`src/rtl/mem_clr_pkg.sv`:
```
// Shared types and elaboration helpers for the self-clearing RAM.
// The clear engine uses the state type; the top level uses the helpers for its parameter checks.
package mem_clr_pkg;

  typedef enum logic {
    ST_CLEAR = 1'b0,
    ST_IDLE  = 1'b1
  } state_t;

  localparam int MIN_READ_LAT = 1;
  localparam int MAX_READ_LAT = 2;

  function automatic int depth_of(input int addr_w);
    return 1 << addr_w;
  endfunction

  function automatic bit read_lat_ok(input int lat);
    return (lat >= MIN_READ_LAT) && (lat <= MAX_READ_LAT);
  endfunction

endpackage

```
`src/rtl/mem_clr_ram_array.sv`:
```
// Storage only: one synchronous write port and a read-first registered read port.
// Both ports share a single address.
module mem_array #(
  parameter int DATA_W = 8,
  parameter int ADDR_W = 3
) (
  input  logic              clk,
  input  logic              rd_rst,
  input  logic              we,
  input  logic              re,
  input  logic [ADDR_W-1:0] addr,
  input  logic [DATA_W-1:0] wr_data,
  output logic [DATA_W-1:0] rd_data
);

  localparam int DEPTH = 1 << ADDR_W;

  logic [DATA_W-1:0] mem [DEPTH];
  logic [DATA_W-1:0] rd_data_reg;

  always_ff @(posedge clk) begin
    if (we) begin
      mem[addr] <= wr_data;
    end
  end

  // Non-blocking update makes a same-edge read return the pre-write word.
  always_ff @(posedge clk) begin
    if (rd_rst) begin
      rd_data_reg <= '0;
    end else if (re) begin
      rd_data_reg <= mem[addr];
    end
  end

  assign rd_data = rd_data_reg;

endmodule

```
`src/rtl/mem_clr_ram.sv`:
```
// Single-port RAM with a hardware clear engine, selectable read latency,
// a read-valid strobe and an error strobe for accesses rejected while clearing.
module mem_clr_ram
  import mem_clr_pkg::*;
#(
  parameter int DATA_W   = 8,
  parameter int ADDR_W   = 3,
  parameter int READ_LAT = 1
) (
  input  logic              clk,
  input  logic              rst_n,
  input  logic [DATA_W-1:0] w_data,
  input  logic [ADDR_W-1:0] addr,
  input  logic              rd_bar,
  input  logic              wr_bar,
  input  logic              decoder_en,
  input  logic              clr_bar,
  output logic [DATA_W-1:0] r_data,
  output logic              r_valid,
  output logic              busy,
  output logic              err
);

  localparam int DEPTH = depth_of(ADDR_W);
  localparam logic [ADDR_W-1:0] LAST_ADDR = ADDR_W'(DEPTH - 1);

  generate
    if (!read_lat_ok(READ_LAT)) begin : g_bad_read_lat
      $error("mem_clr_ram: READ_LAT must be 1 or 2");
    end
  endgenerate

  state_t            state_reg;
  logic [ADDR_W-1:0] cnt_reg;
  logic              err_reg;
  logic              valid1_reg;

  logic              wr;
  logic              rd;
  logic              idle;
  logic              ram_we;
  logic              ram_re;
  logic [ADDR_W-1:0] ram_addr;
  logic [DATA_W-1:0] ram_wr_data;
  logic [DATA_W-1:0] ram_rd_data;

  assign wr   = decoder_en & ~wr_bar;
  assign rd   = decoder_en & ~rd_bar;
  assign idle = (state_reg == ST_IDLE);

  // The array is never written while reset is held; while clearing it sees only the counter.
  always_comb begin
    ram_we      = 1'b0;
    ram_re      = 1'b0;
    ram_addr    = cnt_reg;
    ram_wr_data = '0;
    if (rst_n) begin
      if (idle) begin
        ram_we      = wr;
        ram_re      = rd;
        ram_addr    = addr;
        ram_wr_data = w_data;
      end else begin
        ram_we = 1'b1;
      end
    end
  end

  always_ff @(posedge clk) begin
    if (!rst_n) begin
      state_reg  <= ST_CLEAR;
      cnt_reg    <= '0;
      err_reg    <= 1'b0;
      valid1_reg <= 1'b0;
    end else begin
      err_reg    <= ~idle & (rd | wr);
      valid1_reg <= idle & rd;
      case (state_reg)
        ST_CLEAR: begin
          if (cnt_reg == LAST_ADDR) begin
            state_reg <= ST_IDLE;
            cnt_reg   <= '0;
          end else begin
            cnt_reg <= cnt_reg + 1'b1;
          end
        end
        ST_IDLE: begin
          if (!clr_bar) begin
            state_reg <= ST_CLEAR;
            cnt_reg   <= '0;
          end
        end
        default: begin
          state_reg <= ST_CLEAR;
          cnt_reg   <= '0;
        end
      endcase
    end
  end

  mem_array #(
    .DATA_W (DATA_W),
    .ADDR_W (ADDR_W)
  ) u_array (
    .clk     (clk),
    .rd_rst  (~rst_n),
    .we      (ram_we),
    .re      (ram_re),
    .addr    (ram_addr),
    .wr_data (ram_wr_data),
    .rd_data (ram_rd_data)
  );

  generate
    if (READ_LAT == 2) begin : g_lat2
      logic [DATA_W-1:0] r_data_reg;
      logic              r_valid_reg;

      always_ff @(posedge clk) begin
        if (!rst_n) begin
          r_data_reg  <= '0;
          r_valid_reg <= 1'b0;
        end else begin
          r_valid_reg <= valid1_reg;
          if (valid1_reg) begin
            r_data_reg <= ram_rd_data;
          end
        end
      end

      assign r_data  = r_data_reg;
      assign r_valid = r_valid_reg;
    end else begin : g_lat1
      assign r_data  = ram_rd_data;
      assign r_valid = valid1_reg;
    end
  endgenerate

  assign busy = ~idle;
  assign err  = err_reg;

endmodule

```
`config.mk`:
```
export PLATFORM = sky130hd
export DESIGN_NAME = mem_clr_ram
export DESIGN_NICKNAME = d
export VERILOG_FILES = /design/src/rtl/mem_clr_pkg.sv /design/src/rtl/mem_clr_ram_array.sv /design/src/rtl/mem_clr_ram.sv
export SDC_FILE = /design/constraint.sdc
export NUM_CORES = 1
export LEC_CHECK = 0
export ABC_AREA = 0
export BUFFER_PORTS_ARGS = -buffer_cell sky130_fd_sc_hd__buf_2
export CAP_MARGIN = 15
export CORE_MARGIN = 2
export CORE_UTILIZATION = 55
export CTS_CLUSTER_DIAMETER = 50
export DETAILED_ROUTE_END_ITERATION = 12
export GPL_TIMING_DRIVEN = 1
export PLACE_DENSITY = 0.74
export REMOVE_ABC_BUFFERS = 1
export SKIP_CTS_REPAIR_TIMING = 1
export SLEW_MARGIN = 5
export SYNTH_ARGS = -nofsm -noshare
export SYNTH_HDL_FRONTEND = slang
export SYNTH_SLANG_ARGS = --single-unit
export TNS_END_PERCENT = 20
```
`constraint.sdc`:
```
create_clock -name clk -period 2.8 [get_ports clk]
set_clock_uncertainty 0.2 [all_clocks]
set_input_delay 0.14 -clock clk [delete_from_list [all_inputs] [get_ports clk]]
set_output_delay 0.14 -clock clk [all_outputs]
set_load 0.01 [all_outputs]
```
After elaboration in Yosys (flattened, before gate mapping)
Memories as Yosys holds them, arrays and structs flattened. A register that Yosys moved wholly into a read port is not among the register bits.
Index checks and enable logic that the tools add are counted.
{ "classes": {"n_addsub": 1, "n_eq_ne": 2, "mux": 16, "bitwise_logic": 8, "reduce_logical": 1} }
{ "ops": {"columns": ["op", "count"], "rows": [
  ["8-bit two-way mux", 2],
  ["3-bit two-way mux", 4],
  ["1-bit two-way mux", 8],
  ["3-bit one-hot mux with 2 select lines", 1],
  ["1-bit bitwise AND", 4],
  ["3-bit by 1-bit adder with 3-bit output, second input constant", 1],
  ["3-bit equality test, second input constant", 1],
  ["1-bit inverter", 3],
  ["2-bit inequality test, second input constant", 1],
  ["1-bit one-hot mux with 2 select lines", 1],
  ["1-bit zero test", 1],
  ["1-bit OR", 1]
]} }
{ "totals": {"register_bits": 6, "ramBits": 64, "inputBits": 17, "out_inout_bits": 11, "wordCells": 33, "n_memories": 1} }
{ "mem_list": {"columns": ["name", "words", "word_bits", "read_ports", "rd_ports_with_merged_regs", "write_ports", "line_no", "source"], "rows": [
  ["u_array.mem", 8, 8, 1, 1, 1, "mem_clr_ram_array.sv:18", "logic [DATA_W-1:0] mem [DEPTH];"]
]} }

Depth between registers and ports, before layout
Gate-level depths: netlist of run 1.
{ "depth": {"depth_word": 6, "depth_mapped": 8, "depth_no_buf": 5} }

By module
A second synthesis of run 1 with hierarchy kept.
{ "unflattened": {"hier_cells": 217, "hier_area_um2": 3174.3} }
{ "modules_own_cells": {"columns": ["module", "n_inst", "cells_each", "area_per_inst_um2", "seq_area_each_um2"], "rows": [
  ["mem_array", 1, 178, 2806.4, 2082.0],
  ["mem_clr_ram", 1, 39, 367.9, 120.1]
]} }

Worst setup path before layout of run 1
Ideal clock, no wire load.
{ "synth_timing": {"path_kind": "register to register", "start": "reg state_reg (netlist: idle)", "end": "mem u_array.mem[6][0] (enable)", "setup_ps": 373, "arrival_time_ps": 1595, "required_time_ps": 2227, "path_slack_ps": 632, "path_stages_with_launch": 7, "cell_sequence": "dfxtp_1 buf_4 buf_2 inv_2 nor4b_1 o21ai_0 nor2b_1"} }
{ "synth_via": {"elab_chain_cells": 4} }
{ "synth_rtl": {"columns": ["element", "line_no", "source"], "rows": [
  ["from (decl)", "mem_clr_ram.sv:33", "state_t state_reg;"],
  ["from (signal assigned)", "mem_clr_ram.sv:71", "state_reg <= ST_CLEAR;"],
  ["from (signal assigned)", "mem_clr_ram.sv:81", "state_reg <= ST_IDLE;"],
  ["from (signal assigned)", "mem_clr_ram.sv:89", "state_reg <= ST_CLEAR;"],
  ["1-bit two-way mux", "mem_clr_ram.sv:58", "if (idle) begin"],
  ["1-bit two-way mux", "mem_clr_ram.sv:57", "if (rst_n) begin"],
  ["1-bit two-way mux", "mem_clr_ram_array.sv:22", "if (we) begin"],
  ["1-bit two-way mux (not written as such)", "mem_clr_ram_array.sv:23", "mem[addr] <= wr_data;"],
  ["to (decl)", "mem_clr_ram_array.sv:18", null]
]} }
Parallel ways exist; a longest one is shown, timed or not.

Worst setup path in the final report of run 1
{ "layout_timing": {"start": "reg state_reg (netlist: idle)", "end": "reg u_array.rd_data_reg[7] (netlist: u_array.rd_data[7]), read port of u_array.mem"} }
{ "layout_via": {"elab_chain_cells": 2} }
{ "layout_rtl": {"columns": ["element", "line_no", "source"], "rows": [
  ["3-bit two-way mux or 1-bit two-way mux (tied branches)", "mem_clr_ram.sv:58", null],
  ["3-bit two-way mux or 1-bit two-way mux (tied branches)", "mem_clr_ram.sv:57", null],
  ["to (decl)", "mem_clr_ram_array.sv:19", "logic [DATA_W-1:0] rd_data_reg;"]
]} }
Parallel ways exist; a longest one is shown, timed or not.
A chain may end at the register's enable or synchronous reset.

==> results.sh, run 1 <==
export IMPL_critPathRequiredTime_ps=2830
export IMPL_netlist_instances=256
export IMPL_irDropWorstVdd_v=0.000412
export IMPL_cts_tree="yes"
export IMPL_synth_top_family_by_area="compound AO/OA/AOI/OAI gates"
export IMPL_grt_pass1_vias=2083
export IMPL_grt_max_degree=26
export IMPL_drive_above_1_share_pct=27.1
export IMPL_fmax_mhz=380
export IMPL_rr_worst_depth=5
export IMPL_clock_sinks=78
export IMPL_syn2layout_area_growth_pct=15.3
export IMPL_dieArea_sq_um=6760
export IMPL_grt_usage_pct=24.4
export IMPL_critPathLaunchType="flop"
export IMPL_drt_pass1_iter_count=5
export IMPL_gp_congestion=0.843
export IMPL_via_per_inst=6.03
export IMPL_ant_nets=0
export IMPL_setup_violations=0
export IMPL_finalCriticalPeriod_ps=2630
export IMPL_power_density_nw_per_um2=640
export IMPL_synthTopCellsByArea="edfxtp_1 (57%), dfxtp_1 (8.3%), nand3_1 (5.2%), o21ai_0 (3.7%), a21oi_1 (3.6%)"
export IMPL_yosys_cell_types_count=35
export IMPL_status="finished, final reports clean"
export IMPL_cts_root_buffer="clkbuf_8"
export IMPL_rows=28
export IMPL_hp_start="rst_n"
export IMPL_antenna_found_initial=0
export IMPL_cts_htree_levels=3
export IMPL_maxSlewViolCount=0
export IMPL_r2r_start="idle"
export IMPL_routed_wl_microns=7560
export IMPL_slew_limit_headroom_pct=45.0
export IMPL_ios=28
export IMPL_rsz0062_at_grt="no"
export IMPL_layout_cells_most_common="edfxtp_1"
export IMPL_p_leak_nw=1.42
export IMPL_utilization_pct=65.5
export IMPL_crit_type="reg -> reg"
export IMPL_cts_made_buffers=9
export IMPL_hpwlAfterDp_microns=5000
export IMPL_max_cap_violations=0
export IMPL_synthMuxAreaShare_pct=3.87
export IMPL_wl_per_cell_microns=20.2
export IMPL_synth_xor_area_share_pct=0
export IMPL_regToRegEndpoint="u_array.rd_data[7]"
export IMPL_cp_arrival_ps=2660
export IMPL_synth_compound_area_share_pct=15.3
export IMPL_synth_seq_cells=78
export IMPL_worst_pin_slew_ps=822
export IMPL_synth_seq_area_share_pct=65.5
export IMPL_die_x_microns=82.2
export IMPL_start_util_pct=56.8
export IMPL_diodes=0
export IMPL_vias=2257
export IMPL_fin_crit_sh_pct=94.0
export IMPL_dieHeight_microns=82.2
export IMPL_syn_cell_area_sq_um=3360
export IMPL_io_buffer_count=27
export IMPL_fillCellCount=434
export IMPL_crit_path_end_kind="flop"
export IMPL_synthAdderAreaFrac_pct=0.744
export IMPL_insertion_delay_ps=350
export IMPL_startpoint="idle"
export IMPL_final_cell_mix="edfxtp_1 (64), nand3_1 (35), buf_2 (27)"
export IMPL_cp_max_fo=25
export IMPL_hold_viol_final=0
export IMPL_synth_top_area_cell="edfxtp_1"
export IMPL_clock_path_buffers=2
export IMPL_drt_iter0_drc=272
export IMPL_synth_top_cell_area_share_pct=57.1
export IMPL_largest_reg_flops=64
export IMPL_yosysWarnings=0
export IMPL_crit_path_end="u_array.rd_data[7]"
export IMPL_syn_area_per_cell_sq_um=13.1
export IMPL_yosys_area_share_simple_pct=11.8
export IMPL_finalNetCount=313
export IMPL_path_clk_slew_ps=80
export IMPL_drc=0
export IMPL_gr_total_overflow=0
export IMPL_hold_path_class="in -> reg"
export IMPL_core_area_sq_um=5920
export IMPL_fin_tns_setup_ps=0
export IMPL_r2r_slack_ps=170
export IMPL_grt_pass1_wl_microns=11400
-- power breakdown --
group	internal [mW]	switching, mW
combinational	0.0870	0.127
clock	0.587	0.404
sequential	1.27	0.0118
total	1.94	0.542
-- cells by family (layout without fill, tap and decap cells) --
group | after synthesis | after routing
flops | 78 | 78
compound gates | 76 | 76
simple gates | 70 | 70
buf+inv | 21 | 64
mux | 9 | 9
fa+ha+maj | 2 | 2
-- per-stage QoR --
step           total power [mW]  area [sq um]  instances  setup slack, ps  hold WS [ps]
6_report                   2.48          3880        374              168          20.2
5_1_grt                    2.57          3880        374             17.1          18.1
4_1_cts                    2.50          3850        371              156          -244
3_5_place_dp               1.52          3610        355              167           137
3_3_place_gp               1.51          3610        355              296           138
2_1_floorplan              1.44          3290        240              190          32.9
-- cell usage after synthesis (all sizes together) --
library cell and count:
nand3 36, a2111oi 8, a211oi 1, buf 5, mux2i 1, edfxtp 64
nor2b 4, ha 2, nand2 6, a21oi 24, nor2 8, inv 5
and4b 2, nor4b 1, o21ai 35, mux2 8, and3 9, a21boi 3
clkbuf 11, nand4b 2, a21bo 1, dfxtp 14, a31oi 4, nor4bb 1
nor3 1
-- metal layers --
layer	GRT usage, %	up-vias	routed length (microns)
met5	0	-	0
met4	12.8	0	250
met3	5.22	21	441
met2	37.3	94	3600
met1	32.9	1077	3280
li1	-	1065	-
-- critical path, stage by stage, from the launching register on --
cell and delay, ps:
dfxtp_1 740, a21boi_4 290, nor2_4 390, mux2_4 350, a2111oi_2 450, o21ai_1 90
-- cell type report --
type                            count  area [sq um]  area share [%]
Tap cell                           75          93.8            2.42
Multi-Input combinational cell    157          1060            27.5
Sequential cell                    78          2200            56.8
Inverter                            5          18.8           0.484
Timing Repair Buffer               43           263            6.77
Clock inverter                      7           113            2.90
Clock buffer                        9           124            3.19
-- how the worst min path moves through the flow --
stage          cells after the start  slack [ps]         end
5_1_grt                            2          20  cnt_reg[1]
6_report                           2          20  cnt_reg[1]
3_5_place_dp                       2         140         err
4_1_cts                            2        -240         err
2_1_floorplan                      1          30         err
3_3_place_gp                       2         140         err
Note: power is estimated with default switching activity, not from simulation.
==> run 2: changes to the inputs <==
==> constraint.sdc (replaced) <==
create_clock -name clk -period 3.3 [get_ports clk]
set_clock_uncertainty 0.2 [all_clocks]
set_input_delay 0.165 -clock clk [delete_from_list [all_inputs] [get_ports clk]]
set_output_delay 0.165 -clock clk [all_outputs]
set_load 0.01 [all_outputs]
==> run 2 against run 1 <==
Fmax grew 3.9%. Global-route usage shrank 1.5 points. Cell count is 0.80% lower. First-iteration DRC count fell by 27%. Largest cell class unchanged. Critical path type unchanged.
==> results.sh, run 2 (synthesis gave the netlist of run 1 again) <==
export IMPL_drt_pass1_iter_count=5
export IMPL_drt_iter0_drc=198
export IMPL_r2r_start="idle"
export IMPL_via_per_inst=5.98
export IMPL_max_cap_violations=0
export IMPL_p_leak_nw=1.38
export IMPL_rsz0062_at_grt="no"
export IMPL_dieArea_sq_um=6760
export IMPL_cts_htree_levels=3
export IMPL_rows=28
export IMPL_grt_pass1_vias=1968
export IMPL_p_seq_share_pct=56.0
export IMPL_grt_max_degree=26
export IMPL_ant_nets=0
export IMPL_dieHeight_microns=82.2
export IMPL_wl_per_cell_microns=19.2
export IMPL_hpwlAfterDp_microns=4530
export IMPL_worst_pin_slew_ps=892
export IMPL_finalCriticalPeriod_ps=2530
export IMPL_finalNetCount=310
export IMPL_fin_tns_setup_ps=0
export IMPL_insertion_delay_ps=350
export IMPL_ios=28
export IMPL_clock_sinks=78
export IMPL_dp_slack_ps=712
export IMPL_grt_pass1_wl_microns=10700
export IMPL_gp_congestion=0.830
export IMPL_drc=0
export IMPL_internal_power_mw=1.50
export IMPL_core_area_sq_um=5920
export IMPL_drive_above_1_share_pct=25.3
export IMPL_slew_limit_headroom_pct=40.3
export IMPL_hold_viol_final=0
export IMPL_fmax_mhz=395
export IMPL_switching_share_pct=22.7
export IMPL_layout_cells_most_common="edfxtp_1"
export IMPL_routed_wl_microns=7140
export IMPL_hp_start="rst_n"
export IMPL_maxSlewViolCount=0
export IMPL_power_switching_uw=440
export IMPL_power_mw=1.94
export IMPL_cts_made_buffers=9
export IMPL_power_density_nw_per_um2=509
export IMPL_startpoint="idle"
export IMPL_worst_slack_ps=767
export IMPL_gr_total_overflow=0
export IMPL_vias=2219
export IMPL_io_buffer_count=27
export IMPL_die_x_microns=82.2
export IMPL_crit_path_end_kind="flop"
export IMPL_dp_cells=352
export IMPL_critPathLaunchType="flop"
export IMPL_fin_crit_sh_pct=76.8
export IMPL_combPwrFrac_pct=9.0
export IMPL_crit_type="reg -> reg"
export IMPL_critPathRequiredTime_ps=3320
export IMPL_cts_tree="yes"
export IMPL_clkPwrFrac_pct=34.9
export IMPL_start_util_pct=56.8
export IMPL_cp_max_fo=25
export IMPL_cts_root_buffer="clkbuf_8"
export IMPL_stdcell_count=371
export IMPL_setup_violations=0
export IMPL_status="finished, final reports clean"
export IMPL_path_clk_slew_ps=70
export IMPL_irDropWorstVdd_v=0.000295
export IMPL_hold_path_class="in -> reg"
export IMPL_final_cell_mix="edfxtp_1 (64), nand3_1 (35), buf_2 (27)"
export IMPL_syn2layout_area_growth_pct=13.1
export IMPL_largest_reg_flops=64
export IMPL_cp_arrival_ps=2550
export IMPL_antenna_found_initial=0
export IMPL_grt_usage_pct=22.9
export IMPL_diodes=0
export IMPL_clock_path_buffers=2
run 2: cell types whose count changed in the layout (fill, tap and decap cells not counted), sizes merged:
cell	previous run	this run
buf	40	37
bufinv	3	1
clkinv	4	3
clkbuf	9	12
run 2: final timing paths:
check                        to  slack [ps]  depth (start not counted)
min                  cnt_reg[1]         100                          2
max          u_array.rd_data[1]         770                          6
min reg2reg  u_array.rd_data[3]         260                          2
max reg2reg  u_array.rd_data[1]         770                          6
run 2: through the flow:
stage,instance area [sq um],util [%],hold slack (ps)
5_1_grt,3800,64.2,104
4_1_cts,3770,63.7,-213
3_3_place_gp,3590,60.6,164
2_1_floorplan,3290,-,57.9
6_report,3800,64.2,95.1
3_5_place_dp,3590,60.6,167
run 2: metal layers:
layer,vias to the layer above,wire (microns),track usage (%)
li1,1056,-,-
met4,0,192,12.2
met5,-,0,0
met3,18,463,5.54
met2,76,3450,35.3
met1,1069,3040,30.0
run 2: worst max-delay path, stage by stage (launching register included):
cell and delay [ps]:
dfxtp_1 370, buf_4 230, a21boi_4 570, nor2_4 180, mux2_4 350, a2111oi_2 380
o21ai_1 100
run 2: final cells by class:
| class | count | area [sq um] |
|---|---|---|
| clock inverter | 4 | 47.5 |
| inverter | 5 | 18.8 |
| timing repair buffer | 40 | 240 |
| tap | 75 | 93.8 |
| sequential | 78 | 2200 |
| clock buffer | 12 | 135 |
| fill | 456 | 2120 |
| multi-input combinational | 157 | 1060 |
run 2: power groups by stage:
stage / Combinational (mW) / Sequential, mW / Clock [mW]
after detailed placement: 0.172 / 1.11 / 0
after global placement: 0.170 / 1.11 / 0
after CTS: 0.173 / 1.09 / 0.685
after global routing: 0.192 / 1.09 / 0.730
after floorplan: 0.113 / 1.11 / 0
final: 0.175 / 1.09 / 0.676
